==> config.mk <==
export PLATFORM = sky130hd
export DESIGN_NAME = alu_pipe
export DESIGN_NICKNAME = d
export VERILOG_FILES = /design/src/rtl/alu_pipe_pkg.sv /design/src/rtl/alu_pipe_core.sv /design/src/rtl/alu_pipe.sv
export SDC_FILE = /design/constraint.sdc
export NUM_CORES = 1
export LEC_CHECK = 0
export CORE_MARGIN = 4
export CORE_UTILIZATION = 45
export DETAILED_ROUTE_END_ITERATION = 10
export HOLD_SLACK_MARGIN = 0.06
export PLACE_DENSITY = 0.7
export SYNTH_ARGS = -nofsm -noshare
export SYNTH_HDL_FRONTEND = slang
export SYNTH_SLANG_ARGS = --single-unit
==> constraint.sdc <==
create_clock -name clk -period 6.05 [get_ports clk]
set_clock_uncertainty 0.15 [all_clocks]
set_input_delay 0.605 -clock clk [delete_from_list [all_inputs] [get_ports clk]]
set_output_delay 0.605 -clock clk [all_outputs]
set_load 0.005 [all_outputs]
==> src/rtl/alu_pipe_pkg.sv <==
// Shared definitions for the integer execute unit: widths, inside-opcode encodings,
// the op-class enum and small decode helpers.
package alu_pipe_pkg;

    localparam int XLEN  = 32;
    localparam int TAG_W = 4;
    localparam int OP_W  = 6;

    localparam logic [TAG_W-1:0] ZERO_TAG_ROB = 4'd0;

    typedef enum logic [OP_W-1:0] {
        OP_NOP   = 6'd0,
        OP_LUI   = 6'd1,
        OP_AUIPC = 6'd2,
        OP_JAL   = 6'd3,
        OP_JALR  = 6'd4,
        OP_BEQ   = 6'd5,
        OP_BNE   = 6'd6,
        OP_BLT   = 6'd7,
        OP_BGE   = 6'd8,
        OP_BLTU  = 6'd9,
        OP_BGEU  = 6'd10,
        OP_ADDI  = 6'd11,
        OP_SLTI  = 6'd12,
        OP_SLTIU = 6'd13,
        OP_XORI  = 6'd14,
        OP_ORI   = 6'd15,
        OP_ANDI  = 6'd16,
        OP_SLLI  = 6'd17,
        OP_SRLI  = 6'd18,
        OP_SRAI  = 6'd19,
        OP_ADD   = 6'd20,
        OP_SUB   = 6'd21,
        OP_SLL   = 6'd22,
        OP_SLT   = 6'd23,
        OP_SLTU  = 6'd24,
        OP_XOR   = 6'd25,
        OP_SRL   = 6'd26,
        OP_SRA   = 6'd27,
        OP_OR    = 6'd28,
        OP_AND   = 6'd29
    } op_e;

    typedef enum logic [2:0] {
        CLS_NONE   = 3'd0,
        CLS_ARITH  = 3'd1,
        CLS_SHIFT  = 3'd2,
        CLS_CMP    = 3'd3,
        CLS_BRANCH = 3'd4,
        CLS_JUMP   = 3'd5,
        CLS_UPPER  = 3'd6
    } op_class_e;

    function automatic op_class_e op_class(input logic [OP_W-1:0] op);
        case (op)
            OP_ADD, OP_SUB, OP_AND, OP_OR, OP_XOR,
            OP_ADDI, OP_ANDI, OP_ORI, OP_XORI:           return CLS_ARITH;
            OP_SLL, OP_SRL, OP_SRA,
            OP_SLLI, OP_SRLI, OP_SRAI:                   return CLS_SHIFT;
            OP_SLT, OP_SLTU, OP_SLTI, OP_SLTIU:          return CLS_CMP;
            OP_BEQ, OP_BNE, OP_BLT,
            OP_BGE, OP_BLTU, OP_BGEU:                    return CLS_BRANCH;
            OP_JAL, OP_JALR:                             return CLS_JUMP;
            OP_LUI, OP_AUIPC:                            return CLS_UPPER;
            default:                                     return CLS_NONE;
        endcase
    endfunction

    // I-type ALU ops take their second operand from the immediate.
    function automatic logic uses_imm(input logic [OP_W-1:0] op);
        case (op)
            OP_ADDI, OP_SLTI, OP_SLTIU, OP_XORI, OP_ORI,
            OP_ANDI, OP_SLLI, OP_SRLI, OP_SRAI:          return 1'b1;
            default:                                     return 1'b0;
        endcase
    endfunction

endpackage

==> src/rtl/alu_pipe_core.sv <==
// Combinational RV32I execute datapath: result value, control-transfer flag and next pc.
module alu_pipe_core
    import alu_pipe_pkg::*;
(
    input  op_class_e        cls,
    input  logic [OP_W-1:0]  op,
    input  logic [XLEN-1:0]  a,
    input  logic [XLEN-1:0]  b,
    input  logic [XLEN-1:0]  pc,
    input  logic [XLEN-1:0]  imm,
    output logic [XLEN-1:0]  value,
    output logic             jump,
    output logic [XLEN-1:0]  target
);

    logic [XLEN-1:0] pc_next_s;
    logic            cond_s;

    assign pc_next_s = pc + 32'd4;

    // Branch condition evaluation, shared by all six branch flavours.
    always_comb begin
        cond_s = 1'b0;
        case (op)
            OP_BEQ:  cond_s = (a == b);
            OP_BNE:  cond_s = (a != b);
            OP_BLT:  cond_s = ($signed(a) <  $signed(b));
            OP_BGE:  cond_s = ($signed(a) >= $signed(b));
            OP_BLTU: cond_s = (a <  b);
            OP_BGEU: cond_s = (a >= b);
            default: cond_s = 1'b0;
        endcase
    end

    // Result selection by op class; unknown ops fall through to value 0, no jump.
    always_comb begin
        value  = 32'd0;
        jump   = 1'b0;
        target = pc_next_s;
        case (cls)
            CLS_ARITH: begin
                case (op)
                    OP_ADD, OP_ADDI: value = a + b;
                    OP_SUB:          value = a - b;
                    OP_AND, OP_ANDI: value = a & b;
                    OP_OR,  OP_ORI:  value = a | b;
                    OP_XOR, OP_XORI: value = a ^ b;
                    default:         value = 32'd0;
                endcase
            end
            CLS_SHIFT: begin
                case (op)
                    OP_SLL, OP_SLLI: value = a << b[4:0];
                    OP_SRL, OP_SRLI: value = a >> b[4:0];
                    OP_SRA, OP_SRAI: value = XLEN'($signed(a) >>> b[4:0]);
                    default:         value = 32'd0;
                endcase
            end
            CLS_CMP: begin
                case (op)
                    OP_SLT, OP_SLTI:   value = {31'd0, $signed(a) < $signed(b)};
                    OP_SLTU, OP_SLTIU: value = {31'd0, a < b};
                    default:           value = 32'd0;
                endcase
            end
            CLS_UPPER: begin
                if (op == OP_AUIPC) begin
                    value = pc + imm;
                end else begin
                    value = imm;
                end
            end
            CLS_JUMP: begin
                value = pc_next_s;
                jump  = 1'b1;
                if (op == OP_JALR) begin
                    target = (a + imm) & ~32'd1;
                end else begin
                    target = pc + imm;
                end
            end
            CLS_BRANCH: begin
                jump = cond_s;
                if (cond_s) begin
                    target = pc + imm;
                end else begin
                    target = pc_next_s;
                end
            end
            default: begin
                value  = 32'd0;
                jump   = 1'b0;
                target = pc_next_s;
            end
        endcase
    end

endmodule

==> src/rtl/alu_pipe.sv <==
// Two-stage integer execute unit: S1 captures and pre-decodes an issued entry,
// S2 registers the computed result onto the ALU CDB for exactly one cycle.
module alu_pipe
    import alu_pipe_pkg::*;
(
    input  logic              clk,
    input  logic              rst,
    input  logic              rdy,
    input  logic [OP_W-1:0]   in_rs_op,
    input  logic [XLEN-1:0]   in_rs_value1,
    input  logic [XLEN-1:0]   in_rs_value2,
    input  logic [XLEN-1:0]   in_rs_imm,
    input  logic [TAG_W-1:0]  in_rs_rob_tag,
    input  logic [XLEN-1:0]   in_rs_pc,
    input  logic              in_rob_misbranch,
    output logic [TAG_W-1:0]  out_cdb_tag,
    output logic [XLEN-1:0]   out_cdb_value,
    output logic              out_cdb_jump,
    output logic [XLEN-1:0]   out_cdb_target_pc
);

    logic              s1_valid_r;
    logic [TAG_W-1:0]  s1_tag_r;
    logic [OP_W-1:0]   s1_op_r;
    op_class_e         s1_cls_r;
    logic [XLEN-1:0]   s1_a_r;
    logic [XLEN-1:0]   s1_b_r;
    logic [XLEN-1:0]   s1_pc_r;
    logic [XLEN-1:0]   s1_imm_r;

    logic              issue_s;
    logic [XLEN-1:0]   core_value_s;
    logic              core_jump_s;
    logic [XLEN-1:0]   core_target_s;

    assign issue_s = (in_rs_op != OP_NOP) && (in_rs_rob_tag != ZERO_TAG_ROB);

    alu_pipe_core u_core (
        .cls    (s1_cls_r),
        .op     (s1_op_r),
        .a      (s1_a_r),
        .b      (s1_b_r),
        .pc     (s1_pc_r),
        .imm    (s1_imm_r),
        .value  (core_value_s),
        .jump   (core_jump_s),
        .target (core_target_s)
    );

    // S1 capture with flush; rdy low freezes everything.
    always_ff @(posedge clk or negedge rst) begin
        if (!rst) begin
            s1_valid_r <= 1'b0;
            s1_tag_r   <= ZERO_TAG_ROB;
            s1_op_r    <= OP_NOP;
            s1_cls_r   <= CLS_NONE;
            s1_a_r     <= 32'd0;
            s1_b_r     <= 32'd0;
            s1_pc_r    <= 32'd0;
            s1_imm_r   <= 32'd0;
        end else if (rdy) begin
            s1_valid_r <= issue_s && !in_rob_misbranch;
            if (issue_s && !in_rob_misbranch) begin
                s1_tag_r <= in_rs_rob_tag;
                s1_op_r  <= in_rs_op;
                s1_cls_r <= op_class(in_rs_op);
                s1_a_r   <= in_rs_value1;
                s1_b_r   <= uses_imm(in_rs_op) ? in_rs_imm : in_rs_value2;
                s1_pc_r  <= in_rs_pc;
                s1_imm_r <= in_rs_imm;
            end
        end
    end

    // S2 broadcast register; idle and flushed cycles drive all zeros.
    always_ff @(posedge clk or negedge rst) begin
        if (!rst) begin
            out_cdb_tag       <= ZERO_TAG_ROB;
            out_cdb_value     <= 32'd0;
            out_cdb_jump      <= 1'b0;
            out_cdb_target_pc <= 32'd0;
        end else if (rdy) begin
            if (s1_valid_r && !in_rob_misbranch) begin
                out_cdb_tag       <= s1_tag_r;
                out_cdb_value     <= core_value_s;
                out_cdb_jump      <= core_jump_s;
                out_cdb_target_pc <= core_target_s;
            end else begin
                out_cdb_tag       <= ZERO_TAG_ROB;
                out_cdb_value     <= 32'd0;
                out_cdb_jump      <= 1'b0;
                out_cdb_target_pc <= 32'd0;
            end
        end
    end

endmodule

==> reports/qor.yml <==
status: "completed"
powerDensity_nw_per_um2: 298.0
drt_first_iter_violations: 3351
grt_pass1_vias: 23870
synthArstFlopShare: 1.000
wl_mm: 113.2
grt_max_degree: 111
leakage_nw: 11.00
cts-root-buf: "clkbuf_16"
start_kind: "flip-flop"
grt_setup_unrepaired: "no"
ios: 211
worstPathArrival_ps: 5170
yosys_warnings: 0
synth.distinct_cells: 106
crit_required_ps: 6360
final-setup-viol-count: 0
cts_buffers: 29
crit_type: "flip-flop to flip-flop"
path_clk_slew_ps: 60
initial_utilization: 0.4573
synth.ff_latch_count: 211
grt_usage: 0.4063
switching_share: 0.4816
ys_seq_area_frac: 0.2344
r2r_slack_ps: 1190
syn_area_um2: 22530
finalCriticalPeriod_ps: 4859
cp_slowest_cell: "dfrtp_2"
hold_viol: 0
crit_chain: "ha_1, inv_1, fa_1, nor3b_2, o311ai_4, nand4b_2, a211o_1, a221oi_2, mux2_4, and2_4, a21oi_2, a2bb2oi_1, o221ai_1"
startpoint: "s1_b_r[0]"
worstReg2RegStart: "s1_b_r[0]"
cts_tree: "built"
combPwrFrac: 0.517
fmax_ghz: 0.2058
grt_first_pass_wirelength_mm: 163.2
htreeDepth: 1
hp-class: "flip-flop to flip-flop"
dp.cells: 3683
maxCapViolCount: 0
syn-instance-count: 2950
clkPwrFrac: 0.233
vias: 25240
drtPass1Iterations: 6
ys.flop_type: "dfrtp_1"
viasPerCell: 6.749
wl_per_cell_um: 30.28
post-dp-hpwl_mm: 87.47
switchingPower_mw: 3.753
period_share: 0.8031
fin_nets: 3359
holdWs_ps: 325.3
coreArea_um2: 49250
ir_drop_uv: 237.8
clock_tree.buffer_depth: 3
relSlewSlack: 0.1718
die_y_um: 231.7
synth_edf_count: 0
synth.net_count: 3258
hp-start: "s1_tag_r[1]"
finish.utilization: 0.5310
ant_nets: 0
gp_congestion: 1.052
synth.avg_cell_area_um2: 7.636
p_int_mw: 4.040
antenna_found_initial: 2
power_frac_seq: 0.249
cp_top_family: "compound AO/OA/AOI/OAI gates"
worst-path-buf-inv: 1
drc: 0
grt-ovfl-total: 0
power_mw: 7.793
rows: 81
portBuffers: 210
clk_latency_ps: 620
instances_no_fill: 3739
dieArea_um2: 53700
finalSetupTns_ps: 0
worst_pin_slew_ps: 1237
drive_above_1_share: 0.06901
cts.sinks: 211
syn_to_final_growth_pct: 16.11
drv_slew: 0
cp-end-kind: "flip-flop"
crit_fanout: 18
fp.dieW_um: 231.7
slowest_delay_ps: 660
logic make-up (layout without fill, tap and decap cells):
logic type	Yosys count	in the layout	share of synthesized area
AND/OR/NAND/NOR	1038	1038	0.2047
AO/OA/AOI/OAI	980	980	0.2886
buffers and inverters	313	435	0.05521
flip-flops	211	211	0.2344
adder cells (fa/ha/maj)	166	166	0.09354
multiplexers	151	151	0.08810
XOR/XNOR	91	91	0.03538
other	0	3	0
timing repair:
action,in CTS,in global routing
gates resized for setup,0,0
buffers inserted,0,0
endpoints found under the hold margin,108,0
hold buffers,1,0
cells in the mapped netlist, drive strengths merged, types with 18 or more instances:
cell / number / area [µm²]
inv: 114 / 427.9
and3: 21 / 131.4
nor2b: 28 / 175.2
clkbuf: 147 / 551.8
a21oi: 230 / 1159
a211o: 18 / 157.7
a21o: 40 / 300.3
xor2: 35 / 306.5
dfrtp: 211 / 5280
ha: 162 / 2027
nand4: 28 / 175.2
a211oi: 50 / 390.4
mux2i: 100 / 1001
o22ai: 24 / 150.1
a221oi: 37 / 330.3
nor3: 54 / 275.3
o21ai: 264 / 1329
nor2: 240 / 903.4
o21bai: 27 / 202.7
nor4: 20 / 131.4
a31oi: 30 / 187.7
nand2b: 21 / 131.4
mux4: 36 / 810.8
xnor2: 56 / 490.5
buf: 50 / 256.5
o211ai: 38 / 309.0
o221ai: 25 / 219.0
nand2: 496 / 1869
nand3: 60 / 300.3
registers in the layout, indices dropped and copies added (netlist names):
signal             cells
out_cdb_jump           1
out_cdb_tag            4
out_cdb_target_pc     32
out_cdb_value         32
s1_a_r                32
s1_b_r                32
s1_cls_r               3
s1_imm_r              32
s1_op_r                6
s1_pc_r               32
s1_tag_r               4
s1_valid_r             1
worst reg2reg max path, delay by kind of cell (launching register included):
family	cells	cell delay, ps
fa+ha+maj	2	680
simple gates	3	610
mux	1	390
flops	1	660
compound gates	6	2150
buf+inv	1	60
cells in the final DEF (no fill, tap or decap), types with 18 or more instances in the layout:
master             n
a211o_1           18
a211oi_1          45
a21o_1            39
a21oi_1          227
a221oi_1          36
a31oi_1           30
and3_1            21
buf_4             55
clkbuf_16         29
clkdlybuf4s50_1  209
dfrtp_1          207
ha_1             162
inv_1            112
mux2i_1          100
mux4_2            36
nand2_1          495
nand2b_1          21
nand3_1           60
nand4_1           28
nor2_1           237
nor2b_1           28
nor3_1            52
nor4_1            19
o211ai_1          35
o21ai_0          250
o21bai_1          27
o221ai_1          25
o22ai_1           24
xnor2_1           56
xor2_1            35
cell type report:
cell class / count / area, µm²
multi-input combinational: 2426 / 16080
clock inverter: 12 / 152.6
timing repair buffer: 267 / 2550
inverter: 116 / 435.4
antenna: 3 / 7.507
sequential: 211 / 5288
clock buffer: 40 / 807.0
tap: 664 / 830.8
fill: 4850 / 23100
worst paths after layout:
check                      depth (start not counted)               endpoint
hold / removal                                     2            s1_tag_r[1]
setup / recovery                                  13  out_cdb_target_pc[30]
hold reg to reg                                    2            s1_tag_r[1]
max in group asynchronous                          3             s1_a_r[19]
min in group asynchronous                          2  out_cdb_target_pc[26]
setup reg to reg                                  13  out_cdb_target_pc[30]
power groups by stage:
stage | Combinational, mW | Clock, mW | Sequential (mW)
6_report | 4.03 | 1.82 | 1.94
5_1_grt | 4.28 | 1.89 | 1.94
4_1_cts | 3.88 | 1.83 | 1.92
3_5_place_dp | 3.85 | 0 | 1.94
3_3_place_gp | 3.83 | 0 | 1.94
2_1_floorplan | 2.62 | 0 | 1.75
metrics by stage:
step / worst slack [ps] / area, µm²
finish: 1191 / 26150
global route: 1022 / 26150
CTS: 1331 / 26150
detailed placement: 1373 / 25180
global placement: 1454 / 25180
floorplan: 1785 / 22530
per-layer routing:
layer  GRT usage  wire length (µm)
met5           0                13
met4      0.1963              6924
met1      0.5603             47270
met2      0.5861             46650
met3      0.1132             12360
Power figures use the tool's default switching activity.
